<file path="src/rtl/sumador_ctrl.sv">
// sumador_ctrl: sequencer for a multi-cycle IEEE-754 single-precision adder.
//
// Accepts an operand pair on start&&ready, then walks the external adder
// datapath through four stages (compare, align/shift, add, normalize), each
// held for STAGE_CYCLES clock cycles, captures the normalized sum and pulses
// done for one cycle.
//
// Parameters
//   STAGE_CYCLES  cycles each stage enable stays high (legal 1..15)
//
// Ports
//   clk     in   1   single clock, rising edge
//   rst     in   1   synchronous active-high reset
//   start   in   1   request a new addition (taken only when ready)
//   A_in    in   32  operand A
//   B_in    in   32  operand B
//   ready   out  1   high only while idle
//   busy    out  1   high whenever not idle
//   opA     out  32  latched operand A to the datapath
//   opB     out  32  latched operand B to the datapath
//   en      out  4   stage enables: [3] compare, [2] align, [1] add, [0] normalize
//   num     in   32  normalized sum from the datapath
//   result  out  32  captured sum, held until the next completion
//   done    out  1   one-cycle pulse when result updates
//
// Build option
//   SUMADOR_CTRL_ZERO_BYPASS_EN  when defined, an operand whose magnitude
//   bits are all zero makes the other operand the result directly, skipping
//   the datapath stages (done one cycle after acceptance).

module sumador_ctrl #(
  parameter int STAGE_CYCLES = 1
) (
  input  logic        clk,
  input  logic        rst,
  input  logic        start,
  input  logic [31:0] A_in,
  input  logic [31:0] B_in,
  output logic        ready,
  output logic        busy,
  output logic [31:0] opA,
  output logic [31:0] opB,
  output logic [3:0]  en,
  input  logic [31:0] num,
  output logic [31:0] result,
  output logic        done
);

  typedef enum logic [2:0] {
    IDLE,
    COMP,
    SHIFT,
    ADD,
    NORM,
    DONE
  } state_t;

  localparam logic [3:0] LASTCNT = 4'(STAGE_CYCLES - 1);

  state_t     state;
  state_t     nextstate;
  logic [3:0] cnt;
  logic       stagedone;
  logic       accept;
  logic       instage;

`ifdef SUMADOR_CTRL_ZERO_BYPASS_EN
  // Sign bit is ignored so that -0.0 also counts as zero.
  logic azero;
  logic bzero;
  assign azero = (A_in[30:0] == 31'd0);
  assign bzero = (B_in[30:0] == 31'd0);
`endif

  assign stagedone = (cnt == LASTCNT);
  assign accept    = start && (state == IDLE);
  assign instage   = (state == COMP) || (state == SHIFT) ||
                     (state == ADD)  || (state == NORM);

  always_ff @(posedge clk) begin
    if (rst) begin
      state <= IDLE;
    end else begin
      state <= nextstate;
    end
  end

  always_comb begin
    nextstate = state;
    en        = 4'b0000;
    ready     = 1'b0;
    busy      = 1'b1;
    done      = 1'b0;
    case (state)
      IDLE: begin
        ready = 1'b1;
        busy  = 1'b0;
        if (start) begin
`ifdef SUMADOR_CTRL_ZERO_BYPASS_EN
          nextstate = (azero || bzero) ? DONE : COMP;
`else
          nextstate = COMP;
`endif
        end
      end
      COMP: begin
        en = 4'b1000;
        if (stagedone) nextstate = SHIFT;
      end
      SHIFT: begin
        en = 4'b0100;
        if (stagedone) nextstate = ADD;
      end
      ADD: begin
        en = 4'b0010;
        if (stagedone) nextstate = NORM;
      end
      NORM: begin
        en = 4'b0001;
        if (stagedone) nextstate = DONE;
      end
      DONE: begin
        done      = 1'b1;
        nextstate = IDLE;
      end
      default: begin
        nextstate = IDLE;
      end
    endcase
  end

  // Operand/result registers and the per-stage cycle counter. The counter
  // is held at zero outside the stages, so every stage entry starts at 0.
  always_ff @(posedge clk) begin
    if (rst) begin
      cnt    <= 4'd0;
      opA    <= 32'd0;
      opB    <= 32'd0;
      result <= 32'd0;
    end else begin
      if (accept) begin
        opA <= A_in;
        opB <= B_in;
`ifdef SUMADOR_CTRL_ZERO_BYPASS_EN
        if (azero) begin
          result <= B_in;
        end else if (bzero) begin
          result <= A_in;
        end
`endif
      end

      if (instage && !stagedone) begin
        cnt <= cnt + 4'd1;
      end else begin
        cnt <= 4'd0;
      end

      if ((state == NORM) && stagedone) begin
        result <= num;
      end
    end
  end

endmodule

</file>
<file path="config.mk">
export PLATFORM = sky130hd
export DESIGN_NAME = sumador_ctrl
export DESIGN_NICKNAME = d
export VERILOG_FILES = /design/src/rtl/sumador_ctrl.sv
export SDC_FILE = /design/constraint.sdc
export NUM_CORES = 1
export LEC_CHECK = 0
export ABC_AREA = 1
export CORE_AREA = 4 4 100 102
export DETAILED_ROUTE_END_ITERATION = 12
export DIE_AREA = 0 0 104 106
export GPL_ROUTABILITY_DRIVEN = 0
export PLACE_DENSITY = 0.84
export SLEW_MARGIN = 20
export SYNTH_ARGS = -nofsm -noshare
export SYNTH_HDL_FRONTEND = slang
export SYNTH_SLANG_ARGS = --single-unit
</file>
<file path="constraint.sdc">
create_clock -name clk -period 2.6 [get_ports clk]
set_input_delay 0.65 -clock clk [delete_from_list [all_inputs] [get_ports clk]]
set_output_delay 0.65 -clock clk [all_outputs]
set_load 0.03 [all_outputs]
</file>
==> results of run 1 <==
[flip-flops by register name (all words and copies together), names as in the netlist]
name	cells
opA	32
state	3
cnt	4
result	32
opB	32
[per-stage QoR]
stage | cell area (um^2) | hold WS, ns
6_report | 6008 | 0.4637
5_1_grt | 6008 | 0.4818
4_1_cts | 6008 | 0.4656
3_5_place_dp | 5836 | 0.4510
3_3_place_gp | 5836 | 0.4422
2_1_floorplan | 3787 | 0.4300
[layout make-up]
class | instances | area [um^2] | share of cell area, %
well taps | 111 | 138.9 | 2.312
clock buffers | 11 | 141.4 | 2.353
flip-flops and latches | 103 | 2062 | 34.32
repair buffers | 210 | 2079 | 34.61
clock inverters | 4 | 31.28 | 0.5206
inverters | 17 | 63.81 | 1.062
multi-input cells | 328 | 1491 | 24.82
[worst max-delay path, delay by kind of cell (launching register included)]
kind,cells,cell delay (ns)
buf+inv,2,0.84
flops,1,0.42
simple gates,1,0.20
[power by group through the flow]
stage | registers (W) | logic [W] | clock network [W]
2_1_floorplan | 0.00253 | 0.000836 | 0
3_3_place_gp | 0.00202 | 0.00219 | 0
3_5_place_dp | 0.00204 | 0.00223 | 0
4_1_cts | 0.00200 | 0.00224 | 0.000927
5_1_grt | 0.00204 | 0.00239 | 0.000992
6_report | 0.00200 | 0.00222 | 0.000898
[worst max path at each step]
stage                         from    to  slack (ns)  cells after the start
after global placement    state[2]  done        0.54                      3
after global routing      state[2]  done        0.04                      3
after floorplan           state[2]  done        0.76                      2
after CTS                 state[2]  done        0.11                      3
final                     state[2]  done        0.14                      3
after detailed placement  state[2]  done        0.52                      3
[synth_stat cells, drive strengths merged]
cell type,count
nand3,72
dfxtp,103
xnor2,1
clkbuf,16
inv,17
nor2,75
nor3,1
buf,20
a21oi,67
xor2,1
ha,2
nand2,75
o21ai,34
[cells by family (layout without fill, tap and decap cells)]
kind of cell	count (synthesis)	count (layout)	share of synthesized area [%]
flops	103	103	54.44
compound gates	101	101	13.35
xor+xnor	2	2	0.4626
simple gates	223	223	24.91
fa+ha+maj	2	2	0.6606
buf+inv	53	242	6.178
[metal layers]
| metal | vias to the layer above | global-route usage (%) |
|---|---|---|
| li1 | 1957 | - |
| met1 | 1830 | 25.31 |
| met2 | 190 | 35.79 |
| met3 | 13 | 7.650 |
| met4 | 0 | 5.983 |
| met5 | - | 0 |
==> summary.txt, run 1 <==
Logic gate share of total power - 43.3%
Post-route DRC violation count - 0
Hold_buf cts - 0
Net Sw Frac - 39.78%
Clock power frac - 17.5%
Sequential share of power - 39.1%
DRT iter0 DRCs - 135
Placed insts - 769
CTS HTree Levels - 3
Die Width - 104 um
Worst-skew pair later-pin latency - 0.35 ns
Synth Register Bits - 103
N_diodes - 0
Max layer used - met4
Worst setup margin - 0.1416 ns
Top post-synthesis cells by area - dfxtp_1 (54%), nand3_1 (9.5%), a21oi_1 (8.9%)
R2R depth - 8
Yosys warnings - 0
Switching pwr - 0.002037 W
Post-Route WL - 11.84 mm
Worst R2R Start - state[1]
Mean Syn Cell Area - 7.825 um^2
Largest net degree at the start of global routing - 67
Hold_sp - opB[1]
Final Cycle Share - 94.56%
Initial antenna violation count - 0
Critical Path Max Stage Delay - 0.70 ns
Resize count post-CTS - 0
Total power draw - 0.005120 W
Worst EP required - 1.95 ns
Die Height - 106 um
Synth cell types - 19
CP max-delay cell - clkdlybuf4s50_1
Routed metal-1 wirelength - 4.881 mm
Worst EP arrival - 1.81 ns
# fillers - 739
HP Class - flop to flop
Core Region - 0.009109 mm^2
Row cnt - 35
Pre-CTS WS - 0.5246 ns
Share of cells above drive strength 1 - 4.606%
GRT Total Usage - 21.13%
Boundary Pins - 202
Total grt overflow - 0
Detail Route met3 WL - 1.215 mm
Synthesized Nets - 585
CP Cell Sequence - inv_1, nor3_1, clkdlybuf4s50_1
Int Power - 0.003083 W
Post-CTS setup buffer count - 0
CTS tree - done
Worst-Margin Slew - 0.6459 ns
First-pass GRT wire length - 19.26 mm
Commonest non-fill, non-tap cells in the layout - clkdlybuf4s50_1 (198), dfxtp_1 (103), nand2_1 (74), nand3_1 (72), nor2_1 (72)
Non-Filler Instances - 784
Reg-to-reg slack, setup - 0.60 ns
Max clock buf depth - 2
Worst Hold Path Cells - 2
Crit end category - primary output
Most common cell after layout, fill and taps aside - clkdlybuf4s50_1
Die area - 0.01102 mm^2
Largest area contributor in the netlist - dfxtp_1
Layout area overhead - 58.64%
Root buf cell - clkbuf_8
DR vias/cell - 5.089
VDD IR max - 507.3 uV
Vias in the first global route - 3,944
TritonCTS Buffers - 9
Tmin final - 2.458 ns
Status - finished, final reports clean
RSZ-0062 raised after global routing - no
Sink Count - 103
Max-Slew Margin vs Limit - 56.94%
Fin util - 65.96%
Setup TNS - 0 ns
RR Endpoint - state[1]
Leak - 2.302 nW
Syn Inst Count - 484
Final setup viols - 0
Routed len/inst - 15.10 um
Final Hold Violating Endpoints - 0
Top-area cell type share of the netlist area - 54.44%
Max-slew violation count - 0
Netlist Area Pre-Place - 0.003787 mm^2
Vias - 3,990
Fmax - 406.8 MHz
Cell Pwr Density - 852.2 mW/mm^2
IO Port Bufs - 201
Max-cap violation count - 0
Nets - 770
Clock skew - 0.01406 ns
Startpoint Class - flop
Hold endpoint - opB[1]
CP max FO - 6
Critical path type - flop to primary output
Final HPWL DP - 8.669 mm
Post-synthesis sequential area ratio - 54.44%
Met2 WL - 5.595 mm
Initial Utilization - 41.58%
Clock slew at reported path FFs - 0.09 ns
Initial DRT Pass Iterations - 4
Post-route ant nets - 0
(Power assumes the default switching activity.)
==> run 2: changes to the inputs <==
--- a/config.mk
+++ b/config.mk
@@ -5,12 +5,12 @@
 export SDC_FILE = /design/constraint.sdc
 export NUM_CORES = 1
 export LEC_CHECK = 0
-export ABC_AREA = 1
-export CORE_AREA = 4 4 100 102
+export CORE_AREA = 4 4 101 103
 export DETAILED_ROUTE_END_ITERATION = 12
-export DIE_AREA = 0 0 104 106
+export DIE_AREA = 0 0 105 107
 export GPL_ROUTABILITY_DRIVEN = 0
-export PLACE_DENSITY = 0.84
+export MAX_ROUTING_LAYER = met4
+export PLACE_DENSITY = 0.83
 export SLEW_MARGIN = 20
 export SYNTH_ARGS = -nofsm -noshare
 export SYNTH_HDL_FRONTEND = slang
==> run 2 against run 1 <==
Flip-flop and latch count unchanged. Combinational power down 62%. Critical path type unchanged. Register-to-register slack better by 0.14 ns. Clock-buffer cell count unchanged.
==> summary.txt, run 2 <==
Worst-Margin Slew - 0.4242 ns (-0.2217 ns)
Commonest non-fill, non-tap cells in the layout - clkdlybuf4s50_1 (199), nand2_1 (128), dfxtp_1 (101), a21oi_1 (97), nand3_1 (34)
Worst EP arrival - 1.81 ns (about the same)
Tmin final - 2.465 ns (+0.006500 ns)
Synthesized Nets - 567 (-3.1%)
Most common cell after layout, fill and taps aside - clkdlybuf4s50_1
Crit end category - primary output
Syn Inst Count - 466 (-3.7%)
Startpoint Class - flop
Post-Route WL - 11.06 mm (-6.6%)
Non-Filler Instances - 761 (-2.9%)
CP Cell Sequence - and3b_1, clkdlybuf4s50_1
Hold_buf cts - 0 (unchanged)
DRT iter0 DRCs - 136 (+0.74%)
Post-route DRC violation count - 0 (unchanged)
Register area - 0.002064 mm^2 (+0.12%)
Initial Utilization - 41.31% (-0.27 points)
HP Class - flop to flop
Clock skew - 0.01293 ns (-0.001123 ns)
Async SR Flop Fraction - 0% (unchanged)
Largest net degree at the start of global routing - 65 (-3.0%)
Final setup viols - 0 (unchanged)
Routed len/inst - 14.53 um (-3.8%)
Ys flop type - dfxtp_1
Sink Count - 103 (unchanged)
Total grt overflow - 0 (unchanged)
Multi-input gate area - 0.001529 mm^2 (+2.5%)
Status - finished, final reports clean
Final Cycle Share - 94.81% (+0.25 points)
End point of the critical path - done
Final Hold Violating Endpoints - 0 (unchanged)
Share of cells above drive strength 1 - 5.077% (+0.47 points)
Max-cap violation count - 0 (unchanged)
Yosys warnings - 0 (unchanged)
Synth cell types - 26 (+7)
Boundary Pins - 202 (unchanged)
# fillers - 754 (+2.0%)
TritonCTS Buffers - 9 (unchanged)
Post-synth top cells - nand2_1 (128), dfxtp_1 (103), a21oi_1 (97)
Initial DRT Pass Iterations - 4 (unchanged)
DR vias/cell - 5.060 (-0.57%)
Largest area contributor in the netlist - dfxtp_1
CTS tree - done
Fmax - 405.7 MHz (-0.26%)
R2R depth - 6 (-2)
Cell Pwr Density - 605.2 mW/mm^2 (-29%)
Row cnt - 35 (unchanged)
Number of synthesized flops with an enable pin - 0 (unchanged)
Synth Register Bits - 103 (unchanged)
N_diodes - 0 (unchanged)
Post-route ant nets - 0 (unchanged)
Die Width - 105 um (+0.96%)
Top post-synthesis cells by area - dfxtp_1 (54%), a21oi_1 (13%), nand2_1 (13%)
Max clock buf depth - 2 (unchanged)
Worst EP required - 1.95 ns (about the same)
Crit path from - state[2]
Worst R2R Start - cnt[0]
Count leader, synth - nand2_1
Leak - 2.147 nW (-6.7%)
Critical path type - flop to primary output
Mean Syn Cell Area - 8.152 um^2 (+4.2%)
Final HPWL DP - 7.803 mm (-10%)
Top flop regs - opA: 32 flops, opB: 32 flops, result: 32 flops
CP max-delay cell - clkdlybuf4s50_1
Die area - 0.01124 mm^2 (+1.9%)
Layout area overhead - 59.35%
IO Port Bufs - 201 (unchanged)
Vias in the first global route - 3,667 (-7.0%)
Placed insts - 745 (-3.1%)
Total power draw - 0.003663 W (-28%)
RR Endpoint - state[0]
WHS - 0.4572 ns (-0.006544 ns)
GRT Total Usage - 18.80% (-2.3 points)
Initial antenna violation count - 0 (unchanged)
Netlist Area Pre-Place - 0.003799 mm^2 (+0.30%)
CTS HTree Levels - 3 (unchanged)
Critical Path Max Stage Delay - 0.69 ns (about the same)
Max-Slew Margin vs Limit - 70.99% (+14 points)
Nets - 746 (-3.1%)
Top-area cell type share of the netlist area - 54.28% (-0.16 points)
CP max FO - 13 (+7)
Core Region - 0.009196 mm^2 (+0.96%)
Reg-to-reg slack, setup - 0.74 ns (+0.14 ns)
Vias - 3,851 (-3.5%)
Post-synthesis sequential area ratio - 54.28% (-0.16 points)
Setup TNS - 0 ns (unchanged)
Die Height - 107 um (+0.94%)
Max-slew violation count - 0 (unchanged)
RSZ-0062 raised after global routing - no
Worst-skew pair later-pin latency - 0.36 ns (about the same)
VDD IR max - 337.9 uV (-33%)
Root buf cell - clkbuf_8
Clock slew at reported path FFs - 0.09 ns (about the same)
First-pass GRT wire length - 16.97 mm (-12%)
==> run 2: cell types whose count changed in the layout (fill, tap and decap cells not counted), sizes merged, moves of 4 or more <==
cell	delta
nor3b	+4
nand3	-38
a21oi	+30
nor2	-75
nand2	+53
inv	-14
nor3	+5
==> run 2: worst max-delay path: cells and delay by family, from the launching register on <==
kind / cells / cell delay, ns
buffers and inverters: 1 / 0.69
flip-flops: 1 / 0.56
AND/OR/NAND/NOR: 1 / 0.21
==> run 2: area by class of cell <==
| type | count | share of cell area, % |
|---|---|---|
| clock buffer | 11 | 2.170 |
| clock inverter | 5 | 1.364 |
| inverter | 4 | 0.2480 |
| multi-input combinational | 318 | 25.26 |
| sequential | 103 | 34.10 |
| tap | 111 | 2.294 |
| timing repair buffer | 209 | 34.56 |
==> run 2: how the worst min path moves through the flow <==
stage | start | end | slack [ns] | depth (start not counted)
3_3_place_gp | opB[22] | opB[22] | 0.44 | 2
3_5_place_dp | opA[21] | opA[21] | 0.45 | 2
2_1_floorplan | cnt[0] | cnt[0] | 0.46 | 1
6_report | opA[21] | opA[21] | 0.46 | 2
4_1_cts | opA[21] | opA[21] | 0.46 | 2
5_1_grt | opB[22] | opB[22] | 0.48 | 2
==> run 2: where the power goes <==
part | internal (W) | switching (W) | total (W)
Clock | 0.000546 | 0.000533 | 0.00108
Sequential | 0.00167 | 0.0000588 | 0.00173
Combinational | 0.000390 | 0.000461 | 0.000851
Total | 0.00261 | 0.00105 | 0.00366
==> run 2: per-stage QoR <==
step	worst slack, ns	util (%)	area, um^2
2_1_floorplan	0.6250	-	3799
3_3_place_gp	0.3011	63.47	5837
3_5_place_dp	0.2732	63.47	5837
4_1_cts	0.04660	65.80	6051
5_1_grt	0.02824	65.82	6053
6_report	0.1351	65.82	6053
==> run 2: timing repair <==
action | CTS | global route
endpoints found under the setup margin | 0 | 2
resized for setup | 0 | 2
setup buffers | 0 | 0
==> run 2: layer usage <==
| layer | share of wire, % | GRT usage, % |
|---|---|---|
| met5 | 0 | - |
| met4 | 2.7 | 8.810 |
| met3 | 7.2 | 3.974 |
| met2 | 49 | 31.81 |
| met1 | 41 | 21.40 |
==> run 2: cells by family after synthesis <==
logic type,count (synthesis),synth area share [%]
and+or+nand+nor,181,20.95
AOI/OAI and AO/OA,131,17.36
DFF,103,54.28
buffers and inverters,45,5.764
xor gates and xnor gates,3,0.6918
adders and majority gates,2,0.6587
muxes,1,0.2964
==> run 3: changes to the inputs <==
--- a/config.mk
+++ b/config.mk
@@ -5,6 +5,7 @@
 export SDC_FILE = /design/constraint.sdc
 export NUM_CORES = 1
 export LEC_CHECK = 0
+export CAP_MARGIN = 20
 export CORE_AREA = 4 4 101 103
 export DETAILED_ROUTE_END_ITERATION = 12
 export DIE_AREA = 0 0 105 107
==> results of run 3 <==
Final layout, timing and power as in run 2 (identical DEF).
